File: config.mk
export PLATFORM = sky130hd
export DESIGN_NAME = seq_divider_flat
export DESIGN_NICKNAME = d
export VERILOG_FILES = /design/src/rtl/seq_divider_if.sv /design/src/rtl/seq_divider.sv /design/src/flat_wrapper.sv
export SDC_FILE = /design/constraint.sdc
export NUM_CORES = 1
export LEC_CHECK = 0
export BUFFER_PORTS_ARGS = -buffer_cell sky130_fd_sc_hd__buf_4
export CAP_MARGIN = 40
export CORE_ASPECT_RATIO = 0.9
export CORE_UTILIZATION = 32
export DETAILED_ROUTE_END_ITERATION = 8
export PLACE_DENSITY_LB_ADDON = 0.12
export SYNTH_ARGS = -nofsm -noshare
export SYNTH_HDL_FRONTEND = slang
export SYNTH_SLANG_ARGS = --single-unit
File: constraint.sdc
create_clock -name clk -period 8.1 [get_ports clk]
set_input_delay 0.81 -clock clk [delete_from_list [all_inputs] [get_ports clk]]
set_output_delay 0.81 -clock clk [all_outputs]
set_load 0.02 [all_outputs]
File: src/rtl/seq_divider_if.sv
// seq_divider_if: start/ready handshake between the EX stage and the sequential divider.
interface seq_divider_if #(parameter int WIDTH = 32);
    logic                   signed_div_i;
    logic [WIDTH-1:0]       opdata1_i;
    logic [WIDTH-1:0]       opdata2_i;
    logic                   start_i;
    logic                   annul_i;
    logic [2*WIDTH-1:0]     result_o;
    logic                   ready_o;
    modport master (output signed_div_i, opdata1_i, opdata2_i, start_i, annul_i,
                    input  result_o, ready_o);
    modport slave  (input  signed_div_i, opdata1_i, opdata2_i, start_i, annul_i,
                    output result_o, ready_o);
endinterface

File: src/rtl/seq_divider.sv
// seq_divider: radix-2 restoring divider, one quotient bit per cycle, result = {remainder, quotient}.
module seq_divider #(
    parameter int WIDTH = 32
) (
    input  logic           clk,
    input  logic           rst,
    seq_divider_if.slave   bus
);
    localparam int CW = $clog2(WIDTH);
    typedef enum logic [1:0] {IDLE, DZERO, BUSY, DONE} state_t;
    state_t             state, state_n;
    logic [WIDTH-1:0]   rem, quo, dvs;
    logic [CW-1:0]      cnt;
    logic               neg_q, neg_r;
    logic [2*WIDTH-1:0] result, result_n;
    logic               ready, ready_n;
    logic               a_neg, b_neg, go, last;
    logic [WIDTH:0]     shifted, diff;
    logic [WIDTH-1:0]   rem_n, quo_n, q_fin, r_fin;
    assign a_neg   = bus.signed_div_i & bus.opdata1_i[WIDTH-1];
    assign b_neg   = bus.signed_div_i & bus.opdata2_i[WIDTH-1];
    assign go      = bus.start_i & ~bus.annul_i;
    assign last    = cnt == CW'(WIDTH - 1);
    assign shifted = {rem, quo[WIDTH-1]};
    assign diff    = shifted - {1'b0, dvs};
    // A borrow out of the top bit means the trial subtraction failed: restore.
    assign rem_n   = diff[WIDTH] ? shifted[WIDTH-1:0] : diff[WIDTH-1:0];
    assign quo_n   = {quo[WIDTH-2:0], ~diff[WIDTH]};
    assign q_fin   = neg_q ? -quo_n : quo_n;
    assign r_fin   = neg_r ? -rem_n : rem_n;
    assign bus.result_o = result;
    assign bus.ready_o  = ready;
    always_ff @(posedge clk)
        if (rst) begin
            state  <= IDLE;
            ready  <= 1'b0;
            result <= '0;
        end else begin
            state  <= state_n;
            ready  <= ready_n;
            result <= result_n;
        end
    always_comb begin
        state_n  = state;
        ready_n  = 1'b0;
        result_n = '0;
        unique case (state)
            IDLE:  state_n = go ? (bus.opdata2_i == '0 ? DZERO : BUSY) : IDLE;
            DZERO: begin
                state_n = bus.annul_i ? IDLE : DONE;
                ready_n = ~bus.annul_i;
            end
            BUSY: begin
                state_n  = bus.annul_i ? IDLE : (last ? DONE : BUSY);
                ready_n  = ~bus.annul_i & last;
                result_n = ready_n ? {r_fin, q_fin} : '0;
            end
            DONE: begin
                state_n  = (bus.annul_i | ~bus.start_i) ? IDLE : DONE;
                ready_n  = state_n == DONE;
                result_n = ready_n ? result : '0;
            end
        endcase
    end
    always_ff @(posedge clk)
        if (rst) begin
            rem   <= '0;
            quo   <= '0;
            dvs   <= '0;
            cnt   <= '0;
            neg_q <= 1'b0;
            neg_r <= 1'b0;
        end else if (state == IDLE && go) begin
            rem   <= '0;
            quo   <= a_neg ? -bus.opdata1_i : bus.opdata1_i;
            dvs   <= b_neg ? -bus.opdata2_i : bus.opdata2_i;
            cnt   <= '0;
            neg_q <= a_neg ^ b_neg;
            neg_r <= a_neg;
        end else if (state == BUSY) begin
            rem <= rem_n;
            quo <= quo_n;
            cnt <= cnt + 1'b1;
        end
endmodule
File: src/flat_wrapper.sv
// flat-port wrapper written by rule: the top's interface ports become plain ports
module seq_divider_flat 
#(
    parameter int WIDTH = 32
)
  (clk, rst, bus_signed_div_i, bus_opdata1_i, bus_opdata2_i, bus_start_i, bus_annul_i, bus_result_o, bus_ready_o);
  seq_divider_if #(.WIDTH(WIDTH)) bus_i ();
  input  logic clk;
  input  logic rst;
  input wire logic [$bits(bus_i.signed_div_i)-1:0] bus_signed_div_i;
  input wire logic [$bits(bus_i.opdata1_i)-1:0] bus_opdata1_i;
  input wire logic [$bits(bus_i.opdata2_i)-1:0] bus_opdata2_i;
  input wire logic [$bits(bus_i.start_i)-1:0] bus_start_i;
  input wire logic [$bits(bus_i.annul_i)-1:0] bus_annul_i;
  output wire logic [$bits(bus_i.result_o)-1:0] bus_result_o;
  output wire logic [$bits(bus_i.ready_o)-1:0] bus_ready_o;
  assign bus_i.signed_div_i = bus_signed_div_i;
  assign bus_i.opdata1_i = bus_opdata1_i;
  assign bus_i.opdata2_i = bus_opdata2_i;
  assign bus_i.start_i = bus_start_i;
  assign bus_i.annul_i = bus_annul_i;
  assign bus_result_o = bus_i.result_o;
  assign bus_ready_o = bus_i.ready_o;
  seq_divider #(.WIDTH(WIDTH)) u_core (.clk(clk), .rst(rst), .bus(bus_i));
endmodule
==> summary.md <==
| Metric | Value |
|---|---|
| Outcome | `finished with violations` |
| Violated checks | `design-rule violations` |
| Average wire per cell in the routed design | `19.14 microns` |
| Endpoint required time on the critical path | `approximately 8.5 ns` |
| Total count of max-transition violations in the final report | `0` |
| Slew of the pin with the lowest slew margin | `between 0.8 and 0.9 ns` |
| FMAX | `160.9 MHz` |
| TritonCTS clock tree | `done` |
| Worst-case clock buffer depth | `2` |
| Net count after synthesis | `1584` |
| Post-route antenna net violation count | `0` |
| GR Overflow Total | `0` |
| Proportion of synthesized area in mux cells | `roughly 2.5%` |
| Share of total power in combinational logic | `34.6%` |
| Clk_lat worst skew | `~0.45 ns` |
| Post-route fraction of the period consumed by the critical path | `76.73%` |
| Maximum vdd ir drop | `156.1 uV` |
| Delay of the slowest cell on the worst path | `0.81 ns` |
| Parity-gate share of the synthesized area counting xor and xnor cells | `10.30%` |
| Sinks on the clock net | `170` |
| Hold buffers post-CTS | `0` |
| Post-detailed-route via-to-cell ratio | `5.374` |
| Sequential fraction of the synthesis area | `29.87%` |
| Placement row count | `65` |
| Root buffer cell | `sky130_fd_sc_hd__clkbuf_16` |
| Cells traversed along the worst timing path | `inv_1 -> ha_1 -> inv_1 -> fa_1 -> a211oi_2 -> o211ai_2 -> a21oi_4 -> a211oi_2 -> o21ai_1 -> and2_4 -> inv_6 -> nand2_1 -> o21ai_0 -> inv_1 -> ha_1 -> or4b_2 -> or2_1 -> mux2i_2 -> nand4_1 -> nand3b_1 -> mux2_2 -> a21oi_1` |
| Fraction of final layout cells sized beyond drive strength 1 | `13.94%` |
| Post-CTS setup buffer count | `0` |
| Reg clk slew, reported paths | `0.07 ns` |
| Ant. Diodes | `0` |
| Starting utilization of the core area | `32.50%` |
| Ys flop type | `sky130_fd_sc_hd__dfxtp_1` |
| Commonest non-fill, non-tap cell in the layout | `sky130_fd_sc_hd__dfxtp_1` |
| Number of synthesized register bits | `170` |
| Standby leakage power | `5.161 nW` |
| Combinational family with the most area after synthesis | `compound AO/OA/AOI/OAI gates` |
| Final Non-Filler Cells | `2033` |
| CORE AREA | `35050 sq um` |
| Post-Route Skew | `0.01161 ns` |
| Final Routed Wirelength | `38.92 mm` |
| First DRT Iteration DRCs | `855` |
| Number of remaining DRC errors | `2` |
| CTS H-tree depth | `4` |
| Complex-gate fraction of the synthesized area | `between 20 and 30%` |
| Number of standard cells after synthesis | `about 1500` |
| Type of element launching the critical path | `flip-flop` |
| Proportion of register bits with asynchronous set or reset after synthesis | `0%` |
| Dpl cells | `around 2000` |
| Top library cells by usage in the layout, fill and taps aside | `sky130_fd_sc_hd__dfxtp_1 (170), sky130_fd_sc_hd__nand2_1 (166), sky130_fd_sc_hd__nor2_1 (160)` |
| Relative contribution of sequential cells to total power | `33.1%` |
| Class of the tightest hold or removal check | `flip-flop to flip-flop` |
| Synth Area in Adders | `4.349%` |
| Chip Width | `200.9 microns` |
| Number of synthesized flops with an enable pin | `0` |
| Distinct cell type count of the synthesized netlist | `86` |
| Switching pwr | `1.016 mW` |
| Pwr per Cell Area | `between 200 and 250 nW/um^2` |
| Global-route wire length before repair | `61.18 mm` |
| Syn-to-layout area delta | `17.27%` |
| Highest fanout seen on the critical path | `56` |
| Worst Setup Path Type | `flip-flop to flip-flop` |
| Mapped Avg Cell Area | `7.719 sq um` |
| Number of max-capacitance violations reported | `0` |
| Gates resized, CTS repair | `0` |
| Most prevalent standard cell on the critical path | `sky130_fd_sc_hd__inv_1` |
| Switching power share of the total | `37.23%` |
| # setup viols final | `0` |
| Internal power of the cells | `1.713 mW` |
| Max_slew headroom | `40.18%` |
| Critical path capture point type | `flip-flop` |
| Arr. time, crit path | `6.59 ns` |
| Setup repair after global routing missed its margin | `false` |
| Number of buffers inserted by port buffering | `133` |
| Post-Syn Area | `11390 sq um` |
| Final TNS setup | `0 ns` |
| Fraction of the mapped netlist area in simple logic gates | `19.88%` |
| Overall via count from detail_route | `10930` |
| Critical-path top delay cell | `sky130_fd_sc_hd__and2_4` |
| Number of global-route vias before repair | `10420` |
| Final nets | `1660` |
| Post-detailed-placement half-perimeter wirelength | `30.15 mm` |
| Final estimated routing congestion in global placement | `0.8691` |
| Count of TritonRoute iterations in the first routing pass | `7` |
| Height of the chip | `181.0 microns` |
| Top-Level Pins | `134` |
| Crit path time final | `~6.2 ns` |
| Clock share of power | `32.3%` |
| Total global routing track utilization | `21.54%` |
| Final Hold Viols | `0` |
| TritonCTS buffer count | `17` |
| Number of warnings issued by yosys | `0` |
| Maximum number of pins on one net before global-route repair | `74` |
| Die Outline Area | `36360 sq um` |
| Initial antenna violation count | `1` |
## sequential cells by signal, summed over array words and instances, names as in the netlist
signal               flops
u_core.bus.result_o     64
u_core.dvs              32
u_core.quo              32
u_core.rem              32
u_core.cnt               5
u_core.state             2
u_core.bus.ready_o       1
u_core.neg_q             1
u_core.neg_r             1
## synth_stat cells, types with 5 or more instances
cell type / instances / area [sq um]
sky130_fd_sc_hd__inv_1: 62 / 232.7
sky130_fd_sc_hd__and2_1: 11 / 68.82
sky130_fd_sc_hd__nand4_1: 19 / 118.9
sky130_fd_sc_hd__o21a_1: 9 / 67.56
sky130_fd_sc_hd__a211oi_1: 58 / 435.4
sky130_fd_sc_hd__nor3_1: 23 / 115.1
sky130_fd_sc_hd__nor4_1: 18 / 112.6
sky130_fd_sc_hd__o31ai_1: 12 / 90.09
sky130_fd_sc_hd__o211ai_1: 7 / 52.55
sky130_fd_sc_hd__a22oi_1: 61 / 457.9
sky130_fd_sc_hd__a311oi_1: 6 / 52.55
sky130_fd_sc_hd__nand2b_1: 8 / 50.05
sky130_fd_sc_hd__nor2_1: 162 / 608.1
sky130_fd_sc_hd__a21boi_0: 5 / 37.54
sky130_fd_sc_hd__o21ai_0: 71 / 355.3
sky130_fd_sc_hd__clkbuf_1: 58 / 217.7
sky130_fd_sc_hd__nand3_1: 13 / 65.06
sky130_fd_sc_hd__dfxtp_1: 170 / 3403
sky130_fd_sc_hd__ha_1: 38 / 475.5
sky130_fd_sc_hd__o41ai_1: 8 / 70.07
sky130_fd_sc_hd__a22o_1: 6 / 52.55
sky130_fd_sc_hd__nand2_1: 167 / 626.9
sky130_fd_sc_hd__a31oi_1: 17 / 106.4
sky130_fd_sc_hd__buf_2: 17 / 85.08
sky130_fd_sc_hd__nand3b_1: 5 / 37.54
sky130_fd_sc_hd__o21ai_1: 27 / 135.1
sky130_fd_sc_hd__and3_1: 8 / 50.05
sky130_fd_sc_hd__or4_1: 9 / 67.56
sky130_fd_sc_hd__a21oi_1: 107 / 535.5
sky130_fd_sc_hd__or3_1: 19 / 118.9
sky130_fd_sc_hd__xnor2_1: 63 / 551.8
sky130_fd_sc_hd__mux2i_1: 20 / 200.2
sky130_fd_sc_hd__nor2b_1: 9 / 56.30
sky130_fd_sc_hd__a21oi_2: 6 / 52.55
sky130_fd_sc_hd__buf_1: 7 / 26.28
sky130_fd_sc_hd__xor2_1: 71 / 621.9
sky130_fd_sc_hd__a21o_1: 15 / 112.6
## worst max-delay path, delay by kind of cell (launching register included)
kind | cells | cell delay, ns
and+or+nand+nor | 6 | 2.29
AOI/OAI and AO/OA | 7 | 1.61
adders and majority gates | 3 | 0.82
muxes | 2 | 0.63
buffers and inverters | 4 | 0.46
DFF | 1 | 0.34
## power by group through the flow
stage	clock, mW	combinational [mW]	sequential, mW
6_report	0.880	0.944	0.904
5_1_grt	0.933	1.04	0.907
4_1_cts	0.896	0.940	0.903
3_5_place_dp	0	0.935	0.922
3_3_place_gp	0	0.932	0.921
2_1_floorplan	0	0.688	0.905
## final cells by class
cell class | count | area, sq um
clock inverter | 9 | 137.6
sequential | 170 | 3403
inverter | 63 | 241.5
fill | 3644 | 21690
timing repair buffer | 145 | 1150
multi-input combinational | 1155 | 7368
tap | 469 | 586.8
clock buffer | 22 | 474.2
## per-layer routing
layer,global-route usage (%),share of wire [%],vias to the layer above
met2,30.92,41,274
met3,3.301,4.4,50
li1,-,-,5464
met1,32.31,53,5136
met4,7.023,2.3,2
met5,0,0.049,-
## cell families (layout without fill, tap and decap cells)
| kind of cell | after synthesis | in the layout |
|---|---|---|
| adders and majority gates | 39 | 39 |
| buffers and inverters | 151 | 239 |
| muxes | 27 | 27 |
| AOI/OAI and AO/OA | 464 | 464 |
| and+or+nand+nor | 491 | 491 |
| xor gates and xnor gates | 134 | 134 |
| DFF | 170 | 170 |
## path summary, 6_finish.rpt
kind	startpoint	end	slack (ns)	cells past startpoint
setup / recovery	u_core.quo[31]$_SDFFE_PP0P_	u_core.bus.result_o[62]$_SDFFE_PP0N_	1.88	22
hold / removal	u_core.bus.result_o[57]$_SDFFE_PP0N_	u_core.bus.result_o[57]$_SDFFE_PP0N_	0.45	2
setup reg to reg	u_core.quo[31]$_SDFFE_PP0P_	u_core.bus.result_o[62]$_SDFFE_PP0N_	1.88	22
hold reg to reg	u_core.bus.result_o[57]$_SDFFE_PP0N_	u_core.bus.result_o[57]$_SDFFE_PP0N_	0.45	2
## metrics by stage
stage | hold slack [ns] | util [%] | total power [mW] | setup WS, ns | area (sq um)
after floorplan | 0.4319 | - | 1.593 | 2.904 | 11390
after global placement | 0.4367 | 36.09 | 1.853 | 2.185 | 12650
after detailed placement | 0.4422 | 36.37 | 1.857 | 2.004 | 12750
after CTS | 0.4514 | 38.12 | 2.738 | 1.945 | 13360
after global routing | 0.4702 | 38.12 | 2.880 | 1.397 | 13360
final | 0.4459 | 38.12 | 2.728 | 1.885 | 13360
No activity file was read; power rests on OpenSTA's default activity.
